$ cat src/rtl/wordcount_pkg.sv
// wordcount_pkg: shared state encoding, command bit indices and chunk clamp helper
package wordcount_pkg;
  typedef enum logic [2:0] {
    S_IDLE, S_RD_ISSUE, S_RD_WAIT, S_DRAIN, S_WR_ISSUE, S_WR_WAIT, S_FINISH
  } xfer_seq_state_t;
  localparam int CMD_RD_EN = 0;
  localparam int CMD_WR_EN = 1;
  function automatic logic [31:0] clamp_chunk(input logic [31:0] rem, input logic [31:0] cap);
    return rem > cap ? cap : rem;
  endfunction
endpackage

$ cat src/rtl/wordcount_xfer_sequencer_if.sv
// wordcount_xfer_sequencer_if: ctrl_* handshake to one AXI master (start/addr/size out, done back)
interface wordcount_xfer_sequencer_if;
  logic        start;
  logic        done;
  logic [63:0] addr_offset;
  logic [63:0] xfer_size_in_bytes;
  modport master (output start, addr_offset, xfer_size_in_bytes, input done);
  modport slave  (input start, addr_offset, xfer_size_in_bytes, output done);
endinterface

$ cat src/rtl/wordcount_xfer_sequencer_xfer_chunker.sv
// xfer_chunker: tracks total/done words, clamps chunks and registers the issued address and size
module xfer_chunker import wordcount_pkg::*; #(
  parameter int C_ADDR_WIDTH  = 64,
  parameter int C_WORD_BYTES  = 64,
  parameter int C_CHUNK_WORDS = 64
) (
  input  logic                    clk,
  input  logic                    rst,
  input  logic                    load_i,
  input  logic                    advance_i,
  input  logic                    issue_i,
  input  logic [31:0]             total_i,
  input  logic [C_ADDR_WIDTH-1:0] base_i,
  output logic                    last_o,
  output logic [C_ADDR_WIDTH-1:0] addr_o,
  output logic [C_ADDR_WIDTH-1:0] end_addr_o,
  output logic [63:0]             size_o
);
  localparam logic [31:0] CAP = 32'(C_CHUNK_WORDS);
  localparam logic [C_ADDR_WIDTH-1:0] WB = C_ADDR_WIDTH'(C_WORD_BYTES);
  logic [31:0] total_q, total_d, done_q, done_d, rem_q, rem_d;
  logic [C_ADDR_WIDTH-1:0] base_q, base_d, addr_q;
  logic [63:0] size_q;
  assign rem_q      = total_q - done_q;
  assign last_o     = rem_q <= CAP;
  assign total_d    = load_i ? total_i : total_q;
  assign base_d     = load_i ? base_i : base_q;
  assign done_d     = load_i ? '0 : advance_i ? done_q + clamp_chunk(rem_q, CAP) : done_q;
  assign rem_d      = total_d - done_d;
  assign end_addr_o = base_q + C_ADDR_WIDTH'(total_q) * WB;
  assign addr_o     = addr_q;
  assign size_o     = size_q;
  always_ff @(posedge clk or posedge rst) begin
    if (rst) begin
      total_q <= '0;
      done_q  <= '0;
      base_q  <= '0;
      addr_q  <= '0;
      size_q  <= '0;
    end else begin
      total_q <= total_d;
      done_q  <= done_d;
      base_q  <= base_d;
      if (issue_i) begin
        addr_q <= base_d + C_ADDR_WIDTH'(done_d) * WB;
        size_q <= 64'(clamp_chunk(rem_d, CAP)) * 64'(C_WORD_BYTES);
      end
    end
  end
endmodule

$ cat src/rtl/wordcount_xfer_sequencer.sv
// wordcount_xfer_sequencer: splits a job into bounded reads, drains, then bounded result writes
module wordcount_xfer_sequencer import wordcount_pkg::*; #(
  parameter int C_ADDR_WIDTH  = 64,
  parameter int C_WORD_BYTES  = 64,
  parameter int C_CHUNK_WORDS = 64
) (
  input  logic                       ap_clk,
  input  logic                       areset,
  input  logic                       kick,
  input  logic [31:0]                command,
  input  logic [31:0]                num_of_words,
  input  logic [C_ADDR_WIDTH-1:0]    base_addr,
  input  logic [31:0]                result_words,
  input  logic                       core_idle,
  output logic                       busy,
  output logic                       job_done,
  wordcount_xfer_sequencer_if.master reader_ctrl,
  wordcount_xfer_sequencer_if.master writer_ctrl
);
  localparam logic [2:0] IDLE     = S_IDLE;
  localparam logic [2:0] RD_ISSUE = S_RD_ISSUE;
  localparam logic [2:0] RD_WAIT  = S_RD_WAIT;
  localparam logic [2:0] DRAIN    = S_DRAIN;
  localparam logic [2:0] WR_ISSUE = S_WR_ISSUE;
  localparam logic [2:0] WR_WAIT  = S_WR_WAIT;
  localparam logic [2:0] FINISH   = S_FINISH;
  logic [2:0] state_q, state_d;
  logic wr_en_q, rd_last, wr_last, unused_cmd;
  logic [C_ADDR_WIDTH-1:0] rd_addr, wr_addr, rd_end, unused_wr_end;
  logic [63:0] rd_size, wr_size;
  assign unused_cmd = ^command[31:2];
  always_comb begin
    state_d = state_q;
    case (state_q)
      IDLE:     if (kick) state_d = command[CMD_RD_EN] && num_of_words != 0 ? RD_ISSUE : DRAIN;
      RD_ISSUE: state_d = RD_WAIT;
      RD_WAIT:  if (reader_ctrl.done) state_d = rd_last ? DRAIN : RD_ISSUE;
      DRAIN:    if (core_idle) state_d = wr_en_q && result_words != 0 ? WR_ISSUE : FINISH;
      WR_ISSUE: state_d = WR_WAIT;
      WR_WAIT:  if (writer_ctrl.done) state_d = wr_last ? FINISH : WR_ISSUE;
      default:  state_d = IDLE;
    endcase
  end
  always_ff @(posedge ap_clk or posedge areset) begin
    if (areset) begin
      state_q <= IDLE;
      wr_en_q <= 1'b0;
    end else begin
      state_q <= state_d;
      if (state_q == IDLE && kick) wr_en_q <= command[CMD_WR_EN];
    end
  end
  assign busy                           = state_q != IDLE;
  assign job_done                       = state_q == FINISH;
  assign reader_ctrl.start              = state_q == RD_ISSUE;
  assign writer_ctrl.start              = state_q == WR_ISSUE;
  assign reader_ctrl.addr_offset        = 64'(rd_addr);
  assign writer_ctrl.addr_offset        = 64'(wr_addr);
  assign reader_ctrl.xfer_size_in_bytes = rd_size;
  assign writer_ctrl.xfer_size_in_bytes = wr_size;
  xfer_chunker #(
    .C_ADDR_WIDTH(C_ADDR_WIDTH), .C_WORD_BYTES(C_WORD_BYTES), .C_CHUNK_WORDS(C_CHUNK_WORDS)
  ) u_rd (
    .clk(ap_clk), .rst(areset),
    .load_i(state_q == IDLE && kick),
    .advance_i(state_q == RD_WAIT && reader_ctrl.done),
    .issue_i(state_d == RD_ISSUE),
    .total_i(num_of_words), .base_i(base_addr),
    .last_o(rd_last), .addr_o(rd_addr), .end_addr_o(rd_end), .size_o(rd_size)
  );
  xfer_chunker #(
    .C_ADDR_WIDTH(C_ADDR_WIDTH), .C_WORD_BYTES(C_WORD_BYTES), .C_CHUNK_WORDS(C_CHUNK_WORDS)
  ) u_wr (
    .clk(ap_clk), .rst(areset),
    .load_i(state_q == DRAIN && core_idle),
    .advance_i(state_q == WR_WAIT && writer_ctrl.done),
    .issue_i(state_d == WR_ISSUE),
    .total_i(result_words), .base_i(rd_end),
    .last_o(wr_last), .addr_o(wr_addr), .end_addr_o(unused_wr_end), .size_o(wr_size)
  );
endmodule

$ cat src/flat_wrapper.sv
// flat-port wrapper written by rule: the top's interface ports become plain ports
module wordcount_xfer_sequencer_flat import wordcount_pkg::*;
#(
  parameter int C_ADDR_WIDTH  = 64,
  parameter int C_WORD_BYTES  = 64,
  parameter int C_CHUNK_WORDS = 64
)
  (ap_clk, areset, kick, command, num_of_words, base_addr, result_words, core_idle, busy, job_done, reader_ctrl_start, reader_ctrl_addr_offset, reader_ctrl_xfer_size_in_bytes, reader_ctrl_done, writer_ctrl_start, writer_ctrl_addr_offset, writer_ctrl_xfer_size_in_bytes, writer_ctrl_done);
  wordcount_xfer_sequencer_if reader_ctrl_i ();
  wordcount_xfer_sequencer_if writer_ctrl_i ();
  input  logic ap_clk;
  input  logic areset;
  input  logic kick;
  input  logic [31:0] command;
  input  logic [31:0] num_of_words;
  input  logic [C_ADDR_WIDTH-1:0] base_addr;
  input  logic [31:0] result_words;
  input  logic core_idle;
  output logic busy;
  output logic job_done;
  output wire logic [$bits(reader_ctrl_i.start)-1:0] reader_ctrl_start;
  output wire logic [$bits(reader_ctrl_i.addr_offset)-1:0] reader_ctrl_addr_offset;
  output wire logic [$bits(reader_ctrl_i.xfer_size_in_bytes)-1:0] reader_ctrl_xfer_size_in_bytes;
  input wire logic [$bits(reader_ctrl_i.done)-1:0] reader_ctrl_done;
  output wire logic [$bits(writer_ctrl_i.start)-1:0] writer_ctrl_start;
  output wire logic [$bits(writer_ctrl_i.addr_offset)-1:0] writer_ctrl_addr_offset;
  output wire logic [$bits(writer_ctrl_i.xfer_size_in_bytes)-1:0] writer_ctrl_xfer_size_in_bytes;
  input wire logic [$bits(writer_ctrl_i.done)-1:0] writer_ctrl_done;
  assign reader_ctrl_start = reader_ctrl_i.start;
  assign reader_ctrl_addr_offset = reader_ctrl_i.addr_offset;
  assign reader_ctrl_xfer_size_in_bytes = reader_ctrl_i.xfer_size_in_bytes;
  assign reader_ctrl_i.done = reader_ctrl_done;
  assign writer_ctrl_start = writer_ctrl_i.start;
  assign writer_ctrl_addr_offset = writer_ctrl_i.addr_offset;
  assign writer_ctrl_xfer_size_in_bytes = writer_ctrl_i.xfer_size_in_bytes;
  assign writer_ctrl_i.done = writer_ctrl_done;
  wordcount_xfer_sequencer #(.C_ADDR_WIDTH(C_ADDR_WIDTH), .C_WORD_BYTES(C_WORD_BYTES), .C_CHUNK_WORDS(C_CHUNK_WORDS)) u_core (.ap_clk(ap_clk), .areset(areset), .kick(kick), .command(command), .num_of_words(num_of_words), .base_addr(base_addr), .result_words(result_words), .core_idle(core_idle), .busy(busy), .job_done(job_done), .reader_ctrl(reader_ctrl_i), .writer_ctrl(writer_ctrl_i));
endmodule
$ cat config.mk
export PLATFORM = sky130hd
export DESIGN_NAME = wordcount_xfer_sequencer_flat
export DESIGN_NICKNAME = d
export VERILOG_FILES = /design/src/rtl/wordcount_pkg.sv /design/src/rtl/wordcount_xfer_sequencer_if.sv /design/src/rtl/wordcount_xfer_sequencer_xfer_chunker.sv /design/src/rtl/wordcount_xfer_sequencer.sv /design/src/flat_wrapper.sv
export SDC_FILE = /design/constraint.sdc
export NUM_CORES = 2
export LEC_CHECK = 0
export ABC_AREA = 1
export CORE_ASPECT_RATIO = 0.7
export CORE_MARGIN = 3
export CORE_UTILIZATION = 60
export DETAILED_ROUTE_END_ITERATION = 7
export MAX_ROUTING_LAYER = met4
export PLACE_DENSITY_LB_ADDON = 0.2
export SYNTH_ARGS = -nofsm -noshare
export SYNTH_HDL_FRONTEND = slang
export SYNTH_SLANG_ARGS = --single-unit
$ cat constraint.sdc
create_clock -name ap_clk -period 43 [get_ports ap_clk]
set_input_delay 10.75 -clock ap_clk [delete_from_list [all_inputs] [get_ports ap_clk]]
set_output_delay 10.75 -clock ap_clk [all_outputs]
set_load 0.01 [all_outputs]
Yosys cells after proc, flatten, opt, wreduce, memory -nomap -nowiden
Cells that the tools add are included.
- bits in latches: 0
- RAM bits: 0
- output and inout port bits: 260
- memory bits (read-only): 0
- logic and storage cells: 66
- memories: 0
- register bits: 452
- input port bits: 166
- muxes and demuxes: 21
- reduce and logical (&&, ||, !) cells: 10
- multiply operators: 0
- $lt $le $gt $ge: 6
- div/mod/pow operators: 0
- eq/ne operators: 8
- shifts and indexed selects: 0
- bitwise operators: 0
- add/subtract/negate cells: 9
- operator list (kind ; number):
    $mux W32 ; 10
    $add A64 B38 Y64 ; 3
    $gt A32 B7 Y1 const B ; 4
    $mux W64 ; 2
    $sub A32 B32 Y32 ; 4
    $add A32 B32 Y32 ; 2
    $le A32 B7 Y1 const B ; 2
    $reduce_bool A32 Y1 ; 2
    $pmux W3 S6 ; 1
    $eq A3 B3 Y1 const B ; 4
    $mux W3 ; 4
    $mux W2 ; 4
    $eq A3 B1 Y1 const B ; 2
    $eq A3 B2 Y1 const B ; 2
    $logic_and A1 B1 Y1 ; 6
    $logic_not A3 Y1 ; 1
    $reduce_bool A3 Y1 ; 1

Logic depth before layout (Yosys ltp)
- depth after elaboration: 9
- gate-level depth with buffers: 64
- depth with buffers taken out: 64

Cells and area by module
From an unflattened synthesis, not the netlist that was laid out.
- cells, all modules: 5680
- area, all modules: 38309.2 um2
- modules (own cells, without submodules) (module ; sequential area each (um2) ; cells each ; area each (um2) ; instances):
    xfer_chunker at u_core.u_wr ; 5605.4 ; 2784 ; 18905.6 ; 1
    xfer_chunker at u_core.u_rd ; 5605.4 ; 2786 ; 18883.1 ; 1
    wordcount_xfer_sequencer ; 100.1 ; 110 ; 520.5 ; 1

Worst setup path after synthesis
Ideal clock, no wire load.
- path kind: in2reg
- start: in kick
- end: reg u_core.u_rd.size_q[10], in the netlist u_core.u_rd.size_o[10]
- data arrival time: 15765 ps
- library setup time: 77 ps
- data required time: 42923 ps
- cell stages on the path: 33
- setup slack: 27158 ps
- cells stage by stage: nand3_1 > clkbuf_1 > clkbuf_1 > clkbuf_1 > clkbuf_1 > clkbuf_1 > o21ai_0 > a21oi_1 > ha_1 > inv_1 > fa_1 > nand3_1 > nand2_1 > nand2_1 > nand2_1 > a21oi_1 > inv_1 > a21oi_1 > o21ai_1 > a21oi_1 > inv_1 > nand2_1 > o211ai_1 > a21boi_1 > o21ai_0 > a21oi_1 > o21ai_1 > a21oi_1 > xor2_1 > nand3_1 > nor2_1 > nand2_1 > o21ai_1
- cells in the longest elaborated chain, start to end: 5
- elaborated cells on any way between the ends: 9
- RTL lines (element ; line ; RTL):
    start, declared ; flat_wrapper.sv:13 ; input logic kick;
    $logic_and A1 B1 Y1 * ; wordcount_xfer_sequencer.sv:65 ; .load_i(state_q == IDLE && kick),
    $mux W32 * ; wordcount_xfer_sequencer_xfer_chunker.sv:28 ; assign done_d = load_i ? '0 : advance_i ? done_q + clamp_chunk(rem_q, CAP) : done_q;
    net u_core.u_rd.done_d[0] ; wordcount_xfer_sequencer_xfer_chunker.sv:21 ; logic [31:0] total_q, total_d, done_q, done_d, rem_q, rem_d;
    $sub A32 B32 Y32 * ; wordcount_xfer_sequencer_xfer_chunker.sv:29 ; assign rem_d = total_d - done_d;
    $gt A32 B7 Y1 ; wordcount_pkg.sv:9 ; return rem > cap ? cap : rem;
    $mux W32 * ; wordcount_pkg.sv:9 ;
    end signal, assigned ; wordcount_xfer_sequencer_xfer_chunker.sv:46 ; size_q <= 64'(clamp_chunk(rem_d, CAP)) * 64'(C_WORD_BYTES);
    end, declared ; wordcount_xfer_sequencer_xfer_chunker.sv:23 ; logic [63:0] size_q;
Mark *: on every way through the listed nets, which the timed path passes. The rest lies on a longest branch.
A chain may end at the register's enable or synchronous reset.

Final worst setup path
- start: in kick
- end: reg u_core.u_rd.addr_q[56], in the netlist u_core.u_rd.addr_o[56]
- cells in the longest elaborated chain, start to end: 3
- elaborated cells on any way between the ends: 7
- RTL lines (element ; line ; RTL):
    $logic_and A1 B1 Y1 ; wordcount_xfer_sequencer.sv:65 ;
    $mux W32 ; wordcount_xfer_sequencer_xfer_chunker.sv:28 ;
    net u_core.u_rd.done_d[1] ; wordcount_xfer_sequencer_xfer_chunker.sv:21 ;
    $add A64 B38 Y64 ; wordcount_xfer_sequencer_xfer_chunker.sv:45 ; addr_q <= base_d + C_ADDR_WIDTH'(done_d) * WB;
    end signal, assigned ; wordcount_xfer_sequencer_xfer_chunker.sv:45 ;
    end, declared ; wordcount_xfer_sequencer_xfer_chunker.sv:22 ; logic [C_ADDR_WIDTH-1:0] base_q, base_d, addr_q;
The timed path passes the listed nets, and every way through them passes these cells.

==> results.rst <==
.. list-table::
   :header-rows: 1

   * - Metric
     - Value
   * - Result of the run
     - finished, violations left
   * - Violated checks
     - design-rule violations
   * - Total setup violations reported at the end of the flow
     - 0
   * - Cell types with the highest counts after synthesis
     - 1534 x sky130_fd_sc_hd__nand2_1, 690 x sky130_fd_sc_hd__inv_1, 452 x sky130_fd_sc_hd__dfrtp_1, 383 x sky130_fd_sc_hd__nor2_1, 370 x sky130_fd_sc_hd__a21oi_1
   * - Nature of the critical path startpoint
     - primary input
   * - DRC violation count after routing
     - 1
   * - CTS tree
     - done
   * - Combined area of all synthesized cells
     - ~35000 µm²
   * - Maximum count of clock buffers along a single path
     - 3
   * - Count of flip-flops with a built-in enable after synthesis
     - 0
   * - Simple-gate share of the synthesized area
     - between 20 and 30%
   * - Type of the tightest min-delay check
     - flip-flop to flip-flop
   * - Capturing point of the worst reg2reg path
     - u_core.u_rd.addr_o[63]
   * - Launching point of the worst reg2reg path
     - u_core.u_rd.total_q[0]
   * - Pin count of the biggest net entering global routing
     - around 150
   * - Post-Synth Adder-Cell Area
     - about a tenth
   * - Number of cells on the worst hold path
     - 2
   * - Setup crit end kind
     - flip-flop
   * - Routability-driven placement congestion ratio
     - a little over 1
   * - Top-area cell type share of the netlist area
     - about a third
   * - Antenna Violating Nets Remaining
     - 0
   * - Period utilization
     - 40.9%
   * - Highest achievable clock rate
     - between 50 and 60 MHz
   * - Number of placement rows
     - 73
   * - Distinct cell type count after synthesis
     - 62
   * - Number of buffers inserted for hold repair after clock tree synthesis
     - 0
   * - Final Hold Viols
     - 0
   * - Total Die Area
     - 62000 µm²
   * - Die outline height
     - around 210 µm
   * - CTS sink cnt
     - 452
   * - Port bufs
     - 331
   * - Core ar.
     - 57500 µm²
   * - Detailed-route vias per instance
     - between 5 and 6
   * - Number of pins exceeding their max-slew limit in the final report
     - 0
   * - Crit-path max FO
     - 76
   * - Critical hold path startpoint
     - u_core.u_rd.size_o[14]
   * - Die boundary width
     - 296 µm
   * - Final critical delay including setup and external delays
     - around 18 ns
   * - Critical path start-end classification
     - primary input to flip-flop
   * - DR WL/cell
     - between 15 and 20 µm
   * - # H-tree levels
     - 2
   * - Clk slew on worst S/H paths
     - around 0.060 ns
   * - Cts repair resizes
     - 0
   * - Max Cap Violations
     - 0
   * - XOR/XNOR share of the synthesized area
     - 5.59%
   * - GR Util All Layers
     - a little under two fifths
   * - Number of standard cells in the layout, taps in and fillers out
     - approximately 6300
   * - Synth Area in Compound Gates
     - a little over an eighth
   * - Cell type with the highest aggregate area in the netlist
     - sky130_fd_sc_hd__dfrtp_1
   * - Number of placed I/O pins
     - ~430
   * - Area growth from synthesis to layout
     - 15.6%
   * - Clock tree skew after final layout
     - 0.0312 ns
   * - Combinational family with the most area after synthesis
     - simple AND/OR/NAND/NOR gates
   * - Worst-Skew Late Latency
     - 0.61 ns
   * - Dominant cell by count in the synthesized netlist
     - sky130_fd_sc_hd__nand2_1
   * - Part of the Yosys area used for sequential elements
     - approximately a third
   * - Remaining global-route overflow
     - 0
   * - Placed Cells
     - a little over 6000
   * - Post-synthesis mux area share
     - 0%
   * - Global-route wire length before repair
     - between 150000 and 200000 µm
   * - Placed wire-length estimate after detailed placement
     - roughly 94000 µm
   * - Slew at the pin closest to its max-slew limit
     - ~1.3 ns
   * - Area contributors post-synth
     - sky130_fd_sc_hd__dfrtp_1 32%, sky130_fd_sc_hd__nand2_1 16%, sky130_fd_sc_hd__ha_1 9.9%, sky130_fd_sc_hd__inv_1 7.3%, sky130_fd_sc_hd__a21oi_1 5.2%
   * - Arrival time of the worst setup path
     - ~18 ns
   * - Number of nets in the final layout
     - a little under 6000
   * - Final design area excluding fillers
     - between 40000 and 50000 µm²
   * - Number of register bits inferred by synthesis
     - 452
   * - Via count
     - 35200
   * - Wire length after detailed routing
     - 117000 µm
   * - Normalized max-slew margin
     - between 10% and 20%
   * - Syn. warnings
     - 0
   * - Unrepaired setup endpoints after global routing
     - false
   * - Worst Path Required
     - 43.43 ns
   * - Mean instance size in the synthesized netlist
     - roughly 6.9 µm²
   * - Util after Layout
     - 71.1%
   * - Instance area after placement
     - between 30000 and 40000 µm²
   * - Register-to-register path setup slack
     - 33.03 ns
   * - Cells after synthesis
     - 5119
   * - End of the worst hold path
     - u_core.u_rd.size_o[14]
   * - Share of post-route cells with drive strength above 1
     - just under 4%
   * - Via count of the first global-routing pass
     - 32000
   * - Root Buffer Master
     - sky130_fd_sc_hd__clkbuf_16
   * - CTS buffer count
     - 47
   * - Antenna violations before repair
     - 5
   * - Number of design-rule violations left by the first detailed-router iteration
     - between 3000 and 4000
   * - Starting Density
     - 61.5%
   * - Leading register cell type out of synthesis
     - sky130_fd_sc_hd__dfrtp_1
   * - Proportion of register bits with asynchronous set or reset after synthesis
     - between 90% and 100%
   * - Reg2reg path depth
     - between 50 and 60
   * - Setup TNS
     - 0 ns
   * - Number of search-and-repair iterations in the first detailed-routing pass
     - 8
   * - Setup repair bufs after CTS
     - 0
-- critical path, stage by stage --
cell                              delay, ns
sky130_fd_sc_hd__clkdlybuf4s50_1       0.45
sky130_fd_sc_hd__nand3_4               0.09
sky130_fd_sc_hd__buf_4                 0.57
sky130_fd_sc_hd__clkinv_2              0.67
sky130_fd_sc_hd__buf_4                 0.56
sky130_fd_sc_hd__nor3_1                0.68
sky130_fd_sc_hd__fa_1                  0.34
sky130_fd_sc_hd__nand3_1               0.08
sky130_fd_sc_hd__nand2_1               0.11
sky130_fd_sc_hd__a21oi_1               0.08
sky130_fd_sc_hd__o21ai_1               0.19
sky130_fd_sc_hd__nand2_1               0.08
sky130_fd_sc_hd__nand2_1               0.08
sky130_fd_sc_hd__a21oi_2               0.07
sky130_fd_sc_hd__o21bai_1              0.29
sky130_fd_sc_hd__a31oi_1               0.26
sky130_fd_sc_hd__o21ai_1               0.50
sky130_fd_sc_hd__a21boi_0              0.25
sky130_fd_sc_hd__o21ai_1               0.26
sky130_fd_sc_hd__a21oi_1               0.20
sky130_fd_sc_hd__o21ai_1               0.25
sky130_fd_sc_hd__a21oi_1               0.16
sky130_fd_sc_hd__o21bai_1              0.42
sky130_fd_sc_hd__nand3_1               0.15
sky130_fd_sc_hd__xor2_1                0.33
sky130_fd_sc_hd__o21ai_0               0.13
-- cell usage in the layout (no fill, tap or decap), drive strengths merged, types with 56 or more instances in the layout --
cell	netlist	layout
nand2	1563	1563
inv	699	703
dfrtp	452	452
nor2	397	397
a21oi	374	374
o21ai	349	349
clkdlybuf4s50	0	331
ha	279	279
nand3	231	231
xor2	163	163
conb	1	112
nor3	85	85
xnor2	63	63
clkbuf	59	62
nand4	56	56
-- how the worst max path moves through the flow --
stage | startpoint | endpoint | slack, ns | cells after the start
3_3_place_gp | kick | u_core.u_rd.addr_o[63] | 24.94 | 32
2_1_floorplan | areset | u_core.state_q[0] | 19.65 | 1
4_1_cts | kick | u_core.u_rd.addr_o[63] | 25.56 | 32
6_report | kick | u_core.u_rd.addr_o[56] | 25.39 | 26
3_5_place_dp | kick | u_core.u_rd.addr_o[63] | 24.92 | 32
5_1_grt | kick | u_core.u_rd.addr_o[52] | 24.93 | 27
-- metal layers --
metal	part of all wire [%]	GRT usage, %	vias up
met5	0	-	-
met3	11	6.69	164
met4	2.3	8.67	0
met2	42	54.1	1612
met1	45	56.8	16300
li1	-	-	17100
-- area by class of cell --
| type | count | area [µm²] |
|---|---|---|
| antenna | 4 | 10.0 |
| timing repair buffer | 346 | 3440 |
| sequential | 452 | 11300 |
| tap | 750 | 938 |
| clock buffer | 62 | 1310 |
| inverter | 702 | 2650 |
| fill | 4861 | 16600 |
| clock inverter | 22 | 256 |
| multi-input combinational | 3918 | 21000 |
-- cells by family after synthesis --
logic type | after synthesis
and+or+nand+nor | 2429
adders and majority gates | 288
buffers and inverters | 860
DFF | 452
AOI/OAI and AO/OA | 863
xor gates and xnor gates | 226
other | 1
-- registers in the layout, summed over array words and instances (netlist names) --
name	count
u_core.u_rd.base_q	64
u_core.u_rd.done_q	32
u_core.u_rd.total_q	32
u_core.wr_en_q	1
u_core.u_wr.done_q	32
u_core.u_rd.size_o	32
u_core.u_wr.total_q	32
u_core.u_wr.addr_o	64
u_core.u_wr.size_o	32
u_core.u_wr.base_q	64
u_core.u_rd.addr_o	64
u_core.state_q	3
-- through the flow --
step                hold WS [ns]  setup WS, ns
finish                     0.464         25.39
global route               0.485         24.93
CTS                        0.468         25.56
detailed placement         0.451         24.92
global placement           0.448         24.94
floorplan                  0.445         19.65
Power is left out: the tool's default activity adds up to more than one toggle a clock period on the data nets, which glitch-free logic cannot reach.
